File: config.mk
export PLATFORM = sky130hd
export DESIGN_NAME = switch_debouncer
export DESIGN_NICKNAME = d
export VERILOG_FILES = /design/src/rtl/switch_debouncer.sv
export SDC_FILE = /design/constraint.sdc
export NUM_CORES = 1
export LEC_CHECK = 0
export BUFFER_PORTS_ARGS = -buffer_cell sky130_fd_sc_hd__buf_4
export CORE_MARGIN = 1
export CORE_UTILIZATION = 60
export DETAILED_ROUTE_END_ITERATION = 6
export GPL_TIMING_DRIVEN = 0
export PLACE_DENSITY = 0.85
export SLEW_MARGIN = 20
export SYNTH_ARGS = -nofsm -noshare
export SYNTH_HDL_FRONTEND = slang
export SYNTH_SLANG_ARGS = --single-unit
File: constraint.sdc
create_clock -name i_Clk -period 4.05 [get_ports i_Clk]
set_clock_uncertainty 0.2 [all_clocks]
set_input_delay 0.2025 -clock i_Clk [delete_from_list [all_inputs] [get_ports i_Clk]]
set_output_delay 0.2025 -clock i_Clk [all_outputs]
set_load 0.05 [all_outputs]
File: src/rtl/switch_debouncer.sv
// Two-channel slide-switch synchroniser and debouncer with optional press/release pulses.
// Pulse outputs are built only when SWITCH_DEBOUNCE_EDGE_EN is defined; otherwise they are tied to 0.
module switch_debouncer #(
    parameter int DEBOUNCE_LIMIT = 240000,
    parameter int SYNC_STAGES    = 2
) (
    input  logic i_Clk,
    input  logic i_Rst_n,
    input  logic i_Switch_1,
    input  logic i_Switch_2,
    output logic o_Switch_1,
    output logic o_Switch_2,
    output logic o_Press_1,
    output logic o_Press_2,
    output logic o_Release_1,
    output logic o_Release_2
);

    localparam int               CNT_W   = $clog2(DEBOUNCE_LIMIT + 1);
    localparam logic [CNT_W-1:0] CNT_MAX = CNT_W'(DEBOUNCE_LIMIT - 1);

    function automatic logic [CNT_W-1:0] cnt_sat_inc(input logic [CNT_W-1:0] cnt);
        return (cnt >= CNT_MAX) ? CNT_MAX : cnt + CNT_W'(1);
    endfunction

    logic [1:0] raw;
    logic [1:0] state_v;
    logic [1:0] press_v;
    logic [1:0] rel_v;

    assign raw = {i_Switch_2, i_Switch_1};

    for (genvar ch = 0; ch < 2; ch++) begin : g_ch
        logic [SYNC_STAGES-1:0] sync_chain;
        logic [CNT_W-1:0]       cnt;
        logic                   state_q;
        logic                   sync;

        assign sync        = sync_chain[SYNC_STAGES-1];
        assign state_v[ch] = state_q;

        // synchroniser, stability counter, stable-state bit
        always_ff @(posedge i_Clk) begin
            if (!i_Rst_n) begin
                sync_chain <= '0;
                cnt        <= '0;
                state_q    <= 1'b0;
            end else begin
                sync_chain <= {sync_chain[SYNC_STAGES-2:0], raw[ch]};
                if (sync == state_q) begin
                    cnt <= '0;
                end else if (cnt == CNT_MAX) begin
                    state_q <= sync;
                    cnt     <= '0;
                end else begin
                    cnt <= cnt_sat_inc(cnt);
                end
            end
        end

`ifdef SWITCH_DEBOUNCE_EDGE_EN
        logic state_d;
        logic press_q;
        logic rel_q;

        // edge pulses, one cycle after the state flip; reset clears the history so no pulse follows it
        always_ff @(posedge i_Clk) begin
            if (!i_Rst_n) begin
                state_d <= 1'b0;
                press_q <= 1'b0;
                rel_q   <= 1'b0;
            end else begin
                state_d <= state_q;
                press_q <= state_q & ~state_d;
                rel_q   <= ~state_q & state_d;
            end
        end

        assign press_v[ch] = press_q;
        assign rel_v[ch]   = rel_q;
`else
        assign press_v[ch] = 1'b0;
        assign rel_v[ch]   = 1'b0;
`endif
    end

    assign o_Switch_1  = state_v[0];
    assign o_Switch_2  = state_v[1];
    assign o_Press_1   = press_v[0];
    assign o_Press_2   = press_v[1];
    assign o_Release_1 = rel_v[0];
    assign o_Release_2 = rel_v[1];

endmodule

==> summary.txt, run 1 <==
Status
  • Outcome: complete, no violations

STA
  • Slew Limit Fails: 0
  • Min cycle time layout: 1909 ps
  • RSZ-0062 raised after global routing: false
  • Fmax: 523.9 MHz
  • Tcrit/Tclk final: 0.4713
  • Slew @ Worst Pin: 508.2 ps
  • Setup TNS: 0 ps
  • Final-report hold violation count: 0
  • Endpoints failing setup: 0
  • Max-slew headroom: 0.6581

Finish
  • Fin util: 0.7192
  • Nets@finish: 243
  • Share of cells above drive strength 1: 0.1933
  • Area delta synth->final: 10.51%
  • Ant. Diodes: 0

Detailed routing
  • Remaining DRCs: 0
  • Total Wirelength: 3.552 mm
  • Vias post-DR: 1510
  • Drt first-iter violations: 73
  • Via density: 5.355
  • DRT antenna net count: 0
  • Detailed-router iteration count before antenna repair: 4
  • WL per Instance: 12.60 um

Worst setup path
  • Crit path buf inv count: 1
  • Required time worst endpoint: 4110 ps
  • Family with the most delay on the worst path: simple AND/OR/NAND/NOR gates
  • CP Cell Sequence: ha_1, nand2_1, nor4_4, nor2_1, a211o_1, buf_6, a21oi_1
  • Worst setup EP type: register
  • Slowest-stage cell, CP: dfxtp_1
  • CP Launch Type: register
  • Path depth of the worst reg2reg path: 7
  • CP Class: reg -> reg
  • CP Depth: 7
  • CP max stage delay: 410 ps
  • Arr. time, crit path: 1970 ps
  • CP Max Fanout: 10

Clock network
  • CTS tree: yes
  • Clock transition at path regs: 120 ps
  • Root Buffer: clkbuf_4
  • CTS Sinks: 42
  • CTS Buf Count: 5
  • Latest clock arrival within the worst-skew pair: 330 ps
  • CTS max path bufs: 2
  • Setup bufs post-CTS: 0
  • H-tree lvl count: 2

Min path
  • Hold Crit Class: reg -> reg
  • Hold depth: 1

Synthesis
  • Mapped Avg Cell Area: 9.381 um^2
  • Post-synth EDFFs: 0
  • Synth Instances: 217
  • Mapped Area: 0.002036 mm^2
  • Sequential fraction of the synthesis area: 0.4130
  • Post-synth ARST share: 0
  • Top_reg_cell synth: dfxtp_1
  • Netlist cell types: 41
  • Warning count from the yosys run: 0
  • #FFs+latches synth: 42

Power and ir drop
  • Combinational power share: 0.041
  • Pwr Density: 289.7 mW/mm^2
  • Peak supply drop: 0.3880 mV
  • LEAKAGE: 0.8246 nW
  • Int Pwr: 0.0005108 W
  • Reg power frac: 0.639
  • Switching Share: 0.2162
  • Clock share of power: 0.320
  • NetSw: 0.0001409 W

Floorplanning
  • Die Y-Extent: 60.25 um
  • Die X: 60.25 um
  • Initial Util: 0.6508
  • # rows: 20
  • Die area: 0.003630 mm^2
  • Top Ports: 10
  • Core area: 0.003128 mm^2

GRT
  • Vias in the first global route: 1382
  • Initial antenna violation count: 0
  • Global-route wire length before repair: 6.023 mm
  • Largest net degree at the start of global routing: 13
  • Total grt overflow: 0
  • Overall Global Routing Usage: 0.2234

Placed design
  • Port bufs: 5
  • Final GP Congestion: 0.8503
  • Post-DP HPWL: 2.470 mm

Run
  • Max cap viols: 0
per-stage QoR:
step / worst slack, ps / instance area, um^2 / total power (W) / hold WS [ps] / instances
floorplan: 2328 / 2047 / 0.0004438 / 124.2 / 220
global placement: 2181 / 2140 / 0.0004483 / 209.6 / 269
detailed placement: 2153 / 2140 / 0.0004487 / 218.1 / 269
CTS: 2128 / 2250 / 0.0006568 / 254.0 / 282
global route: 2008 / 2250 / 0.0006772 / 281.7 / 282
finish: 2141 / 2250 / 0.0006517 / 249.6 / 282
sequential cells by signal, indices dropped and copies added (netlist names):
register / count
o_Switch_2: 1
g_ch.cnt: 36
o_Switch_1: 1
g_ch.sync_chain: 4
power groups by stage:
stage | clock network (W) | logic [W] | registers (W)
floorplan | 0 | 0.0000180 | 0.000426
global placement | 0 | 0.0000223 | 0.000426
detailed placement | 0 | 0.0000226 | 0.000426
CTS | 0.000214 | 0.0000264 | 0.000417
global route | 0.000231 | 0.0000287 | 0.000417
finish | 0.000208 | 0.0000268 | 0.000417
area by class of cell:
| type | instances | area (um^2) |
|---|---|---|
| repair buffers | 10 | 87.58 |
| well taps | 44 | 55.05 |
| multi-input cells | 164 | 1102 |
| fillers | 232 | 878.3 |
| clock inverters | 1 | 5.005 |
| inverters | 3 | 11.26 |
| flip-flops and latches | 42 | 840.8 |
| clock buffers | 7 | 55.05 |
| plain buffers | 11 | 92.59 |
layer usage:
layer  global-route usage  vias up  part of all wire
met4              0.06645        0            0.0059
met3              0.04545        2             0.031
met2               0.3359       23              0.45
li1                     -      778                 -
met5                    0        -                 0
met1               0.3199      707              0.52
worst paths after layout:
| kind | from | endpoint | slack, ps |
|---|---|---|---|
| hold / removal | g_ch[1].sync_chain[0]$_SDFF_PN0_ | g_ch[1].sync_chain[1]$_SDFF_PN0_ | 250 |
| setup / recovery | g_ch[1].cnt[0]$_SDFF_PP0_ | g_ch[1].cnt[11]$_SDFF_PP0_ | 2140 |
| hold reg to reg | g_ch[1].sync_chain[0]$_SDFF_PN0_ | g_ch[1].sync_chain[1]$_SDFF_PN0_ | 250 |
| setup reg to reg | g_ch[1].cnt[0]$_SDFF_PP0_ | g_ch[1].cnt[11]$_SDFF_PP0_ | 2140 |
cell usage after synthesis, drive strengths merged, types with 2 or more instances:
cell   number  area share
a211o       2      0.0086
a21o        3       0.011
a21oi      26       0.082
and2        7       0.023
and3        5       0.018
and4        2       0.010
buf        11       0.045
dfxtp      42        0.41
ha          2       0.012
inv         3      0.0055
mux2i       2      0.0098
nand2      18       0.033
nand3      19       0.049
nand4       3      0.0092
nor2       16       0.031
nor2b       2      0.0061
nor3        4      0.0098
nor3b       5       0.021
nor4        2       0.014
nor4b       2      0.0086
o21ba       2      0.0098
xnor2       9       0.039
xor2       22       0.095
kinds of logic (layout without fill, tap and decap cells):
| logic type | after synthesis | count (layout) | synth area share |
|---|---|---|---|
| compound gates | 36 | 36 | 0.1248 |
| xor+xnor | 31 | 31 | 0.1334 |
| fa+ha+maj | 2 | 2 | 0.01229 |
| buf+inv | 14 | 32 | 0.05101 |
| flops | 42 | 42 | 0.4130 |
| mux | 2 | 2 | 0.009834 |
| other cells | 1 | 4 | 0.001842 |
| simple gates | 89 | 89 | 0.2538 |
repair_timing:
| item | in CTS | in global routing |
|---|---|---|
| endpoints found under the hold margin | 6 | 0 |
| gates resized for setup | 0 | 0 |
| hold buffers | 5 | 0 |
cell usage in the layout (no fill, tap or decap), drive strengths merged, types with 4 or more instances in the layout:
master and instances:
xor2 22, nand3 19, nand2 18, dlygate4sd3 5, nor3b 5, nor2 16, and3 5, xnor2 9
dfxtp 42, nor3 4, and2 7, clkbuf 7, buf 16, conb 4, a21oi 26
Note: power is estimated with default switching activity, not from simulation.
==> inputs of run 2 (changes only) <==
- ABC_AREA: default -> 1
- clock period: 4.05 -> 1.9 ns (I/O delays scaled with it)
==> summary.txt, run 2 <==
Status
  • Outcome: complete, no violations

Detailed routing
  • Total Wirelength: 4.690 mm
  • Via density: 4.900
  • WL per Instance: 10.91 um
  • Routed length on met3: 151 um
  • WL met1: 2.078 mm
  • Vias post-DR: 2107
  • Drt first-iter violations: 110
  • Detailed-router iteration count before antenna repair: 4
  • DR top layer: met4
  • Met2 WL: 2.433 mm
  • Remaining DRCs: 0
  • DRT antenna net count: 0

Synthesis
  • Netlist cell types: 28
  • #FFs+latches synth: 42
  • Warning count from the yosys run: 0
  • Top_reg_cell synth: dfxtp_1
  • Most area-consuming cells after synthesis: dfxtp_1 34%, nand2_1 16%, nor2_1 7.3%
  • Post-synth top area share: 0.3418
  • Synth Instances: 361
  • Mapped Avg Cell Area: 6.814 um^2
  • Sequential fraction of the synthesis area: 0.3418
  • Synth top cells by count: 105 x nand2_1, 48 x nor2_1, 47 x inv_1
  • Mapped Area: 0.002460 mm^2
  • Count leader, synth: nand2_1
  • Cell type with the largest total area after synthesis: dfxtp_1
  • Post-synth ARST share: 0
  • Post-synth EDFFs: 0

Floorplanning
  • Top Ports: 10
  • Die X: 66.03 um
  • # rows: 22
  • Initial Util: 0.6476
  • Die Y-Extent: 66.03 um
  • Die area: 0.004360 mm^2
  • Core area: 0.003799 mm^2

Finish
  • Biggest regs: g_ch.cnt x36, g_ch.sync_chain x4
  • Number of flip-flops in the largest register: 36
  • Nets@finish: 387
  • Area delta synth->final: 10.78%
  • Ant. Diodes: 0
  • Final Non-Filler Cells: 430
  • Top reg by flops: g_ch.cnt
  • Commonest non-fill, non-tap cell in the layout: nand2_1
  • Most frequent cells in the layout: 105 x nand2_1, 48 x nor2_1, 47 x inv_1, 42 x dfxtp_1
  • Share of cells above drive strength 1: 0.1780

STA
  • Setup TNS: 0 ps
  • Tcrit/Tclk final: 0.8955
  • Final worst slack: 198.5 ps
  • Endpoints failing setup: 0
  • RSZ-0062 raised after global routing: false
  • Final-report hold violation count: 0
  • Fmax: 587.7 MHz
  • Final hold slack: 214.9 ps
  • Slew Limit Fails: 0
  • Min cycle time layout: 1702 ps

Min path
  • Hold Crit Class: reg -> reg

Clock network
  • CTS Sinks: 42
  • CTS tree: yes
  • CTS max path bufs: 2
  • H-tree lvl count: 2
  • Setup bufs post-CTS: 0
  • Latest clock arrival within the worst-skew pair: 300 ps
  • CTS Buf Count: 5
  • Clock transition at path regs: 80 ps
  • Root Buffer: clkbuf_8

Power and ir drop
  • Pwr Density: 606.5 mW/mm^2
  • LEAKAGE: 1.164 nW
  • Tot Pwr: 0.001653 W
  • Peak supply drop: 0.5781 mV

Placed design
  • Port bufs: 5
  • Post-DP HPWL: 3.512 mm
  • Dpl cells: 417
  • Post-place setup slack: 209.1 ps
  • Final GP Congestion: 0.8750

Worst setup path
  • Arr. time, crit path: 1700 ps
  • Required time worst endpoint: 1900 ps
  • CP Max Fanout: 5
  • CP Class: reg -> reg
  • Worst setup EP type: register
  • CP Launch Type: register

Run
  • Max cap viols: 0

GRT
  • Global-route wire length before repair: 8.549 mm
  • Initial antenna violation count: 0
  • Overall Global Routing Usage: 0.2557
  • Largest net degree at the start of global routing: 13
  • Total grt overflow: 0
  • Vias in the first global route: 2058
run 2: cell count changes in the layout (fill, tap and decap cells not counted), sizes merged, moves of 4 or more:
cell   change
nor3b      -5
xor2       -6
a21oi     -21
and3       -5
nor2      +57
buf        -7
o21ai      +8
inv       +49
nand3      -6
nand4      +5
nand2    +101
and2       -4
xnor2      -4
run 2: cell type report:
class,count,area (um^2)
multi-input combinational,266,1403
fill,311,1074
sequential,42,840.8
inverter,52,197.7
timing repair buffer,10,87.58
clock buffer,7,76.32
tap,48,60.06
clock inverter,1,30.03
buffer,4,30.03
run 2: worst paths after layout:
kind	startpoint	to	slack [ps]	cells after the start
hold / removal	g_ch[0].sync_chain[0]$_SDFF_PN0_	g_ch[0].sync_chain[1]$_SDFF_PN0_	210	2
setup / recovery	g_ch[0].cnt[0]$_SDFF_PP0_	g_ch[0].cnt[16]$_SDFF_PP0_	200	10
hold reg to reg	g_ch[0].sync_chain[0]$_SDFF_PN0_	g_ch[0].sync_chain[1]$_SDFF_PN0_	210	2
setup reg to reg	g_ch[0].cnt[0]$_SDFF_PP0_	g_ch[0].cnt[16]$_SDFF_PP0_	200	10
run 2: metrics by stage:
| step | cell area (um^2) | utilization |
|---|---|---|
| 2_1_floorplan | 2471 | - |
| 3_3_place_gp | 2569 | 0.6762 |
| 3_5_place_dp | 2569 | 0.6762 |
| 4_1_cts | 2725 | 0.7174 |
| 5_1_grt | 2725 | 0.7174 |
| 6_report | 2725 | 0.7174 |
run 2: worst max-delay path, stage by stage (launching register included):
cell and delay (ps):
dfxtp_1 390, ha_1 240, nand2_1 120, nor2_2 150, nand2_2 110, inv_1 110, nand2_1 60, nand2_1 50
nand2_1 40, nor2_1 90, nor2_1 40
run 2: where the power goes:
group	switching [W]	internal (W)	leakage, nW
logic	0.0000354	0.0000219	0.773
clock network	0.000315	0.000394	0.0524
registers	0.00000277	0.000885	0.339
total	0.000353	0.00130	1.16
run 2: routing by layer:
layer	track usage	vias up
met1	0.2795	951
met2	0.4860	24
met5	0	-
met3	0.05345	4
met4	0.07713	0
li1	-	1128
run 2: what timing repair did:
item / in CTS / in global routing
hold buffers: 5 / 0
endpoints found under the hold margin: 6 / 0
gates resized for setup: 0 / 0
run 2: logic make-up (layout without fill, tap and decap cells):
logic type               after synthesis  after routing  share of synthesized area
flip-flops                            42             42                     0.3418
other                                  1              4                   0.001524
buffers and inverters                 56             74                    0.09257
adder cells (fa/ha/maj)                2              2                    0.01017
AO/OA/AOI/OAI                         14             14                    0.03103
AND/OR/NAND/NOR                      225            225                     0.4481
XOR/XNOR                              21             21                    0.07477
